**src/rtl/perf_pkg.sv**
```systemverilog
// Shared types and constants for the perf counter reader.
// PERF_READER_PEAK_EN adds a third peak word to every report.
package perf_pkg;

  localparam int unsigned CW_DEF = 32;

  typedef enum logic [1:0] {
    IDLE,
    SEND_BLK,
    SEND_CYC,
    SEND_PEAK
  } rd_state_t;

  localparam int unsigned W_BLK  = 0;
  localparam int unsigned W_CYC  = 1;
  localparam int unsigned W_PEAK = 2;

`ifdef PERF_READER_PEAK_EN
  localparam int unsigned N_WORDS = 3;
`else
  localparam int unsigned N_WORDS = 2;
`endif

  // Report word index carried by a send state.
  function automatic int unsigned word_of(
    input rd_state_t s
  );
    int unsigned w;
    w = W_BLK;
    unique case (s)
      SEND_CYC:  w = W_CYC;
      SEND_PEAK: w = W_PEAK;
      default:   w = W_BLK;
    endcase
    return w;
  endfunction

endpackage

```
**src/rtl/perf_window_timer.sv**
```systemverilog
// Free-running window timer with early clear.
// CYCLES=0 holds the count at zero and never ticks.
module perf_window_timer #(
  parameter int unsigned CYCLES = 1024
) (
  input  logic clk,
  input  logic rst,
  input  logic clr,
  output logic tick
);

  localparam int unsigned TW =
    (CYCLES > 1) ? $clog2(CYCLES) : 1;
  localparam bit EN = (CYCLES != 0);
  localparam logic [TW-1:0] LAST =
    TW'((CYCLES == 0) ? 0 : CYCLES - 1);

  logic [TW-1:0] cnt;

  assign tick = EN && (cnt == LAST);

  // Count up, restart on terminal count or clear.
  always_ff @(posedge clk) begin
    if (rst || clr || tick || !EN)
      cnt <= '0;
    else
      cnt <= cnt + 1'b1;
  end

endmodule

```
**src/rtl/perf_counter_reader.sv**
```systemverilog
// Samples perf counters per window and streams deltas.
// PERF_READER_PEAK_EN appends the running peak of d_blk.
module perf_counter_reader
  import perf_pkg::*;
#(
  parameter int unsigned COUNTER_WIDTH = CW_DEF,
  parameter int unsigned WINDOW_CYCLES = 1024
) (
  input  logic                     clk,
  input  logic                     rst,
  input  logic [COUNTER_WIDTH-1:0] blocks_processed,
  input  logic [COUNTER_WIDTH-1:0] cycles_elapsed,
  input  logic                     snap_req,
  output logic [COUNTER_WIDTH-1:0] out_data,
  output logic                     out_valid,
  input  logic                     out_ready,
  output logic                     out_last,
  output logic                     overrun
);

  localparam int unsigned CW = COUNTER_WIDTH;

  rd_state_t state, nxt;

  logic          tick;
  logic          bnd;
  logic          take;
  logic [CW-1:0] prev_blocks;
  logic [CW-1:0] prev_cycles;
  logic [CW-1:0] d_blk;
  logic [CW-1:0] d_cyc;
  logic [CW-1:0] new_blk;
  logic [CW-1:0] new_cyc;
  logic [CW-1:0] o_data;
  logic          o_last;

  perf_window_timer #(
    .CYCLES(WINDOW_CYCLES)
  ) u_tmr (
    .clk (clk),
    .rst (rst),
    .clr (snap_req),
    .tick(tick)
  );

  assign bnd     = tick | snap_req;
  assign take    = bnd && (state == IDLE);
  assign new_blk = blocks_processed - prev_blocks;
  assign new_cyc = cycles_elapsed - prev_cycles;

`ifdef PERF_READER_PEAK_EN
  logic [CW-1:0] peak;
  logic [CW-1:0] new_peak;

  assign new_peak =
    (new_blk > peak) ? new_blk : peak;

  // Track the largest block delta since reset.
  always_ff @(posedge clk) begin
    if (rst)
      peak <= '0;
    else if (take)
      peak <= new_peak;
  end
`endif

  // State register.
  always_ff @(posedge clk) begin
    if (rst)
      state <= IDLE;
    else
      state <= nxt;
  end

  // Report sequencer; handshakes advance a word.
  always_comb begin
    nxt = state;
    unique case (state)
      IDLE:
        if (bnd) nxt = SEND_BLK;
      SEND_BLK:
        if (out_ready) nxt = SEND_CYC;
      SEND_CYC:
        if (out_ready) begin
`ifdef PERF_READER_PEAK_EN
          nxt = SEND_PEAK;
`else
          nxt = IDLE;
`endif
        end
      SEND_PEAK:
        if (out_ready) nxt = IDLE;
      default:
        nxt = IDLE;
    endcase
  end

  // Word to present in the next cycle.
  always_comb begin
    o_data = '0;
    o_last = 1'b0;
    unique case (nxt)
      SEND_BLK:
        o_data = take ? new_blk : d_blk;
      SEND_CYC:
        o_data = d_cyc;
`ifdef PERF_READER_PEAK_EN
      SEND_PEAK:
        o_data = peak;
`endif
      default:
        o_data = '0;
    endcase
    if (nxt != IDLE)
      o_last = (word_of(nxt) == N_WORDS - 1);
  end

  // Snapshot and delta capture on accepted boundary.
  always_ff @(posedge clk) begin
    if (rst) begin
      prev_blocks <= '0;
      prev_cycles <= '0;
      d_blk       <= '0;
      d_cyc       <= '0;
    end else if (take) begin
      prev_blocks <= blocks_processed;
      prev_cycles <= cycles_elapsed;
      d_blk       <= new_blk;
      d_cyc       <= new_cyc;
    end
  end

  // Registered stream outputs.
  always_ff @(posedge clk) begin
    if (rst) begin
      out_data  <= '0;
      out_valid <= 1'b0;
      out_last  <= 1'b0;
    end else begin
      out_data  <= o_data;
      out_valid <= (nxt != IDLE);
      out_last  <= o_last;
    end
  end

  // Sticky flag for boundaries dropped mid-report.
  always_ff @(posedge clk) begin
    if (rst)
      overrun <= 1'b0;
    else if (bnd && (state != IDLE))
      overrun <= 1'b1;
  end

endmodule

```
**config.mk**
```make
export PLATFORM = sky130hd
export DESIGN_NAME = perf_counter_reader
export DESIGN_NICKNAME = d
export VERILOG_FILES = /design/src/rtl/perf_pkg.sv /design/src/rtl/perf_window_timer.sv /design/src/rtl/perf_counter_reader.sv
export SDC_FILE = /design/constraint.sdc
export NUM_CORES = 1
export LEC_CHECK = 0
export CORE_MARGIN = 2
export CORE_UTILIZATION = 25
export DETAILED_ROUTE_END_ITERATION = 7
export PLACE_DENSITY = 0.4
export SYNTH_ARGS = -nofsm -noshare
export SYNTH_HDL_FRONTEND = slang
export SYNTH_SLANG_ARGS = --single-unit
```
**constraint.sdc**
```tcl
create_clock -name clk -period 2.8 [get_ports clk]
set_input_delay 0.42 -clock clk [delete_from_list [all_inputs] [get_ports clk]]
set_output_delay 0.42 -clock clk [all_outputs]
set_load 0.01 [all_outputs]
```
==> results of run 1 <==
routing by layer:
metal	global-route usage [%]	up-vias	part of all wire, %
met2	25.3	85	46
met1	21.9	4155	50
met5	0	-	0
met4	3.29	0	0.62
li1	-	4715	-
met3	2.59	12	2.9
what timing repair did:
action	CTS	global route
setup endpoints to repair	7	38
setup buffers	2	1
gates resized for setup	9	32
pin swaps	7	17
kinds of logic (layout without fill, tap and decap cells):
kind of cell | count (synthesis) | after routing | synth area share (%)
buf+inv | 142 | 397 | 5.96
other cells | 0 | 1 | 0
xor+xnor | 57 | 57 | 5.19
fa+ha+maj | 69 | 69 | 9.14
simple gates | 452 | 452 | 20.2
mux | 10 | 10 | 1.05
flops | 175 | 175 | 36.4
compound gates | 344 | 344 | 22.0
worst reg2reg max path: cells and delay by family (launching register included):
kind            cells  cell delay [ns]
compound gates      7             1.27
fa+ha+maj           2             0.55
buf+inv             1             0.15
flops               1             0.32
simple gates        2             0.24
layout make-up:
type	instances	area share [%]
Multi-Input combinational cell	932	43.4
Sequential cell	175	26.6
Timing Repair Buffer	279	18.3
Tap cell	511	4.85
Clock buffer	18	3.33
Inverter	86	2.45
Clock inverter	14	1.12
Antenna cell	1	0.0190
stage by stage:
step / setup WS [ns] / total power, µW / cell area, µm² / TNS [ns]
3_3_place_gp: -0.591 / 4940 / 12400 / -18.40
5_1_grt: -0.0115 / 7860 / 13200 / -0.0161
4_1_cts: -0.0265 / 7490 / 13000 / -0.0265
2_1_floorplan: 0.0463 / 3990 / 9620 / 0
3_5_place_dp: -0.614 / 4950 / 12400 / -19.43
6_report: 0.129 / 7400 / 13200 / 0
synth_stat cells (all sizes together), types with 3 or more instances:
master,number,area [µm²]
a211o,3,26.3
a211oi,14,120
a21o,23,173
a21oi,187,947
a22oi,3,22.5
a31oi,9,77.6
a32oi,3,26.3
and2,15,93.8
and3,7,53.8
buf,21,119
clkbuf,35,131
dfxtp,175,3500
ha,67,838
inv,84,315
mux2i,9,90.1
nand2,253,950
nand2b,10,62.6
nand3,30,155
nand4,6,37.5
nor2,99,374
nor2b,6,37.5
nor3,9,45.0
nor4b,4,35.0
o211ai,7,52.6
o21a,13,97.6
o21ai,48,240
o21bai,5,37.5
o31a,4,35.0
o31ai,3,27.5
or3,6,37.5
xnor2,35,307
xor2,22,193
state kept, by name, summed over array words and instances (netlist names):
register / cells
d_blk: 32
d_cyc: 32
out_data: 32
out_last: 1
out_valid: 1
overrun: 1
prev_blocks: 32
prev_cycles: 32
state: 2
u_tmr.cnt: 10
power groups by stage:
stage | registers, µW | logic [µW] | clock network (µW)
2_1_floorplan | 2810 | 1180 | 0
3_3_place_gp | 2830 | 2110 | 0
3_5_place_dp | 2840 | 2110 | 0
4_1_cts | 2780 | 2140 | 2570
5_1_grt | 2800 | 2410 | 2650
6_report | 2780 | 2160 | 2470
worst max path at each step:
stage                              endpoint  slack [ns]  depth (start not counted)
detailed placement  out_data[28]$_SDFF_PP0_       -0.61                         13
global route        out_data[29]$_SDFF_PP0_       -0.01                         11
global placement    out_data[29]$_SDFF_PP0_       -0.59                         12
CTS                 out_data[28]$_SDFF_PP0_       -0.03                         13
floorplan           out_data[27]$_SDFF_PP0_        0.05                         15
finish              out_data[29]$_SDFF_PP0_        0.13                         12
==> qor.csv, run 1 <==
metric;value;unit
swShare;32.7;%
antenna_found_initial;0;
die_w;200;µm
reg2reg_depth;12;
post_drt_wl_per_cell;15.1;µm
cts_buffers;17;
placeableCoreArea;37800;µm²
post-dp-hpwl;23000;µm
overflow;0;
dr.pass1.iters;4;
whs;0.268;ns
cellPowerDensity;562;nW/µm²
vias;8967;
power.leakage;0.00528;µW
placementRows;71;
min_path_type;in -> reg;
fmax;374;MHz
fin_crit_sh;95.4;%
clockBufferDepth;2;
grt_max_degree;73;
cp-start-kind;input pin;
p_int;4990;µW
portBuffers;102;
start_util;25.5;%
r2r_start;prev_cycles[0]$_SDFFE_PP0P_;
grt_pass1_vias;8862;
finalCoreUtilization;34.9;%
worstSetupEndpointType;flop;
io-pin-count;103;
synth_nets;1386;
nets;1628;
drc;0;
fin_crit;2.67;ns
syn-cell-area;9610;µm²
rsz0062_at_grt;yes;
p_switching;2420;µW
status;finished clean;
finalMaxSlewViolations;0;
layout_common_cells;nand2_1, a21oi_1, dfxtp_1;
fillerInstances;4073;
layout_commonest_cell;nand2_1;
cp_num_buf_inv;2;
drv_cap;0;
ys_seq_area_share;36.4;%
seq_power_share;37.5;%
path_cells;clkdlybuf4s50_1 -> ha_1 -> a21o_1 -> a21o_1 -> a21oi_1 -> nor2_1 -> a2111oi_2 -> buf_4 -> o31ai_1 -> xor2_1 -> a222oi_1 -> nor2_1;
drtAntennaViolNets;0;
synthArstFlopShare;0;%
grtUsageTotal;15.7;%
p_comb_share;29.1;%
power_frac_clock;33.4;%
fin_cells;2016;
startpoint;blocks_processed[18];
hold-path-endpoint;prev_blocks[0]$_SDFFE_PP0P_;
die_area;40000;µm²
hold_depth;3;
r2r_setup_slack;0.16;ns
worst-setup-path-type;in -> reg;
drive_above_1_share;17.5;%
synth_edf_count;0;
setup_viol;0;
grt_pass1_wl;48400;µm
critical-path-top-delay-family;compound AO/OA/AOI/OAI gates;
multi_input_area;5710;µm²
syn_avg_cell_area;7.70;µm²
clkLatencyLatePin;0.45;ns
dp_cells;1980;
die_h;200;µm
syn_to_final_growth;37.1;%
htreeDepth;4;
hold_violations;0;
clk_pin_slew_worst_paths;0.08;ns
cts_tree;built;
tightest_slew;0.565;ns
clock-sinks;175;
seq_area;3500;µm²
required;3.12;ns
min-delay-start;blocks_processed[0];
cts.hold.buffers_added;0;
synth-main-ff-cell;dfxtp_1;
ir_drop;0.000387;V
r2r-end;d_cyc[20]$_SDFFE_PP0P_;
worstPathArrival;3.00;ns
skew;0.0125;ns
synth_seq_cells;175;
max-slew-margin-rel;62.4;%
cts-root-buf;clkbuf_16;
place_congestion;0.804;
critPathSlowestCell;clkdlybuf4s50_1;
via_per_inst;4.45;
yosys_warnings;0;
synth.distinct_cells;71;
critPathMaxStageDelay;0.45;ns
synthCells;1249;
routed_wl;30400;µm
path_max_fanout;2;
first_iter_violations;339;
Power figures use the tool's default switching activity.
==> run 2: changes to the inputs <==
Settings changed: ABC_AREA set to 1, CORE_MARGIN 2 to 5.
==> qor.csv, run 2 <==
metric;value;unit;change
overflow;0;;unchanged
placementRows;75;;was 71
path_depth;14;;was 12
p_int;4900;µW;was 4990 µW
min_path_type;reg -> reg;;was in -> reg
max-slew-margin-rel;49.9;%;was 62.4%
finalMaxSlewViolations;0;;unchanged
post_drt_wl_per_cell;14.8;µm;was 15.1 µm
r2r-end;out_data[11]$_SDFF_PP0_;;was d_cyc[20]$_SDFFE_PP0P_
fin_crit;2.47;ns;was 2.67 ns
post_cts_buffers;0;;was 2
clkLatencyLatePin;0.46;ns;was 0.45 ns
drc;0;;unchanged
grtUsageTotal;14.7;%;was 15.7%
swShare;36.0;%;was 32.7%
p_comb_share;31.0;%;was 29.1%
antenna_found_initial;0;;unchanged
cts-root-buf;clkbuf_16;;unchanged
path_max_fanout;32;;was 2
dp_slack;-0.0347;ns;was -0.614 ns
num_antenna_cells;0;;was 1
post-dp-hpwl;27100;µm;was 23000 µm
yosysTopAreaCellShare;32.7;%;was 36.4%
synth_nets;1777;;was 1386
setup_slack;0.330;ns;was 0.129 ns
power;7650;µW;was 7400 µW
routed_wl;34300;µm;was 30400 µm
first_iter_violations;557;;was 339
skew;0.00906;ns;was 0.0125 ns
synth_area_leaders;dfxtp_1, nand2_1, inv_1;;was dfxtp_1, nand2_1, a21oi_1
required;3.14;ns;was 3.12 ns
startpoint;u_tmr.cnt[0]$_SDFF_PP0_;;was blocks_processed[18]
power.leakage;0.00615;µW;was 0.00528 µW
portBuffers;102;;unchanged
fmax;405;MHz;was 374 MHz
drt-met1-wl;17600;µm;was 15300 µm
start_util;25.4;%;was 25.5%
worstSetupEndpointType;flop;;unchanged
synth_seq_cells;175;;unchanged
critical-path-top-delay-family;simple AND/OR/NAND/NOR gates;;was compound AO/OA/AOI/OAI gates
ir_drop;0.000425;V;was 0.000387 V
r2r_start;u_tmr.cnt[0]$_SDFF_PP0_;;was prev_cycles[0]$_SDFFE_PP0P_
cts_resized;0;;was 9
drtAntennaViolNets;0;;unchanged
critPathSlowestCell;dfxtp_1;;was clkdlybuf4s50_1
yosys_warnings;0;;unchanged
synth-main-ff-cell;dfxtp_1;;unchanged
via_per_inst;4.45;;about the same
cp-endpoint;out_data[11]$_SDFF_PP0_;;was out_data[29]$_SDFF_PP0_
place_congestion;0.858;;was 0.804
grt_max_degree;120;;was 73
die_area;47000;µm²;was 40000 µm²
io-pin-count;103;;unchanged
placeableCoreArea;42100;µm²;was 37800 µm²
tightest_slew;0.752;ns;was 0.565 ns
power_frac_clock;32.4;%;was 33.4%
wl_met3;965;µm;was 889 µm
worst-setup-path-type;reg -> reg;;was in -> reg
drv_cap;0;;unchanged
fin_crit_sh;88.2;%;was 95.4%
p_switching;2750;µW;was 2420 µW
highest_layer;met4;;unchanged
r2r_setup_slack;0.33;ns;was 0.16 ns
critPathMaxStageDelay;0.36;ns;was 0.45 ns
syn-cell-area;10700;µm²;was 9610 µm²
seq_area;3500;µm²;unchanged
htreeDepth;4;;unchanged
synth_edf_count;0;;unchanged
dr.pass1.iters;5;;was 4
drive_above_1_share;7.15;%;was 17.5%
cp-start-kind;flop;;was input pin
syn_avg_cell_area;6.52;µm²;was 7.70 µm²
synth_top_cell_by_area;dfxtp_1;;unchanged
synth.distinct_cells;37;;was 71
cts_buffers;17;;unchanged
clock-sinks;175;;unchanged
cellPowerDensity;582;nW/µm²;was 562 nW/µm²
fillerInstances;4643;;was 4073
rsz0062_at_grt;no;;was yes
ys_seq_area_share;32.7;%;was 36.4%
whs;0.448;ns;was 0.268 ns
clk_pin_slew_worst_paths;0.07;ns;was 0.08 ns
multi_input_area;5930;µm²;was 5710 µm²
seq_power_share;36.6;%;was 37.5%
reg2reg_depth;14;;was 12
worstPathArrival;2.81;ns;was 3.00 ns
cts.hold.buffers_added;0;;unchanged
nets;1900;;was 1628
routed-wl-met2;15300;µm;was 14000 µm
vias;10300;;was 8967
grt_pass1_wl;55300;µm;was 48400 µm
status;finished clean;;unchanged
layout_commonest_cell;nand2_1;;unchanged
synth_common_cells;nand2_1, inv_1, nor2_1;;was nand2_1, a21oi_1, dfxtp_1
die_w;217;µm;was 200 µm
synthCells;1640;;was 1249
grt_pass1_vias;10200;;was 8862
setup_viol;0;;unchanged
synth.most_common_cell;nand2_1;;unchanged
cp_common_cell;nand2_1;;
cp_num_buf_inv;4;;was 2
hold_violations;0;;unchanged
die_h;217;µm;was 200 µm
layout_common_cells;nand2_1, inv_1, nor2_1;;was nand2_1, a21oi_1, dfxtp_1
cts_tree;built;;unchanged
syn_to_final_growth;22.9;%;was 37.1%
synthArstFlopShare;0;%;unchanged
fin_setup_tns;0;ns;unchanged
path_cells;ha_1 -> nand3_1 -> nor2_2 -> nand4_1 -> nand2_1 -> inv_2 -> nor2_8 -> clkinv_2 -> nand2_1 -> inv_1 -> ha_1 -> nand2_1 -> buf_12 -> a21oi_1;;was clkdlybuf4s50_1 -> ha_1 -> a21o_1 -> a21o_1 -> a21oi_1 -> nor2_1 -> a2111oi_2 -> buf_4 -> o31ai_1 -> xor2_1 -> a222oi_1 -> nor2_1
clockBufferDepth;2;;unchanged
run 2: changes by cell type in the layout (fill, tap and decap cells not counted), moves of 11 or more:
cell / delta
a21o_1: -12
a21oi_1: -18
and2_1: -11
buf_4: -125
inv_1: +169
nand2_1: +155
nand3_1: +75
nor2_1: +84
o21a_1: -11
o21ai_0: +62
or2_2: +28
xnor2_1: -17
xor2_1: -11
run 2: worst min-delay path by stage:
stage	cells past startpoint	start	to
floorplan	1	u_tmr.cnt[0]$_SDFF_PP0_	u_tmr.cnt[0]$_SDFF_PP0_
global placement	1	u_tmr.cnt[0]$_SDFF_PP0_	u_tmr.cnt[0]$_SDFF_PP0_
detailed placement	1	u_tmr.cnt[0]$_SDFF_PP0_	u_tmr.cnt[0]$_SDFF_PP0_
CTS	1	u_tmr.cnt[0]$_SDFF_PP0_	u_tmr.cnt[0]$_SDFF_PP0_
global route	1	u_tmr.cnt[0]$_SDFF_PP0_	u_tmr.cnt[0]$_SDFF_PP0_
finish	1	u_tmr.cnt[0]$_SDFF_PP0_	u_tmr.cnt[0]$_SDFF_PP0_
run 2: cells by family (layout without fill, tap and decap cells):
logic type | after synthesis | count (layout) | share of synthesized area, %
flip-flops | 175 | 175 | 32.7
AO/OA/AOI/OAI | 308 | 308 | 15.8
AND/OR/NAND/NOR | 752 | 752 | 29.1
XOR/XNOR | 29 | 29 | 2.37
adder cells (fa/ha/maj) | 69 | 69 | 8.21
buffers and inverters | 307 | 443 | 11.8
run 2: power groups by stage:
stage / Sequential, µW / Combinational, µW / Clock [µW]
2_1_floorplan: 2840 / 1560 / 0
3_3_place_gp: 2860 / 2390 / 0
3_5_place_dp: 2860 / 2390 / 0
4_1_cts: 2800 / 2410 / 2570
5_1_grt: 2830 / 2700 / 2650
6_report: 2800 / 2370 / 2480
run 2: area by class of cell:
type / instances / share of cell area (%)
Clock buffer: 17 / 3.24
Inverter: 256 / 7.32
Timing Repair Buffer: 155 / 11.2
Tap cell: 539 / 5.13
Multi-Input combinational cell: 1158 / 45.1
Sequential cell: 175 / 26.7
Clock inverter: 15 / 1.28
run 2: per-layer routing:
metal  GRT usage, %  up-vias
met1           20.7     4679
li1               -     5460
met3           2.29       22
met5              0        -
met4           3.81        0
met2           23.8      141
run 2: through the flow:
stage	instances	utilization, %	cell area (µm²)
2_1_floorplan	1640	-	10700
3_3_place_gp	2283	29.8	12600
3_5_place_dp	2283	29.8	12600
4_1_cts	2315	31.2	13100
5_1_grt	2315	31.2	13100
6_report	2315	31.2	13100
==> run 3: changes to the inputs <==
Settings changed: CAP_MARGIN set to 20, TNS_END_PERCENT set to 1.
==> results of run 3 <==
Same layout as run 2: the final DEF is identical, and so are final timing and power.
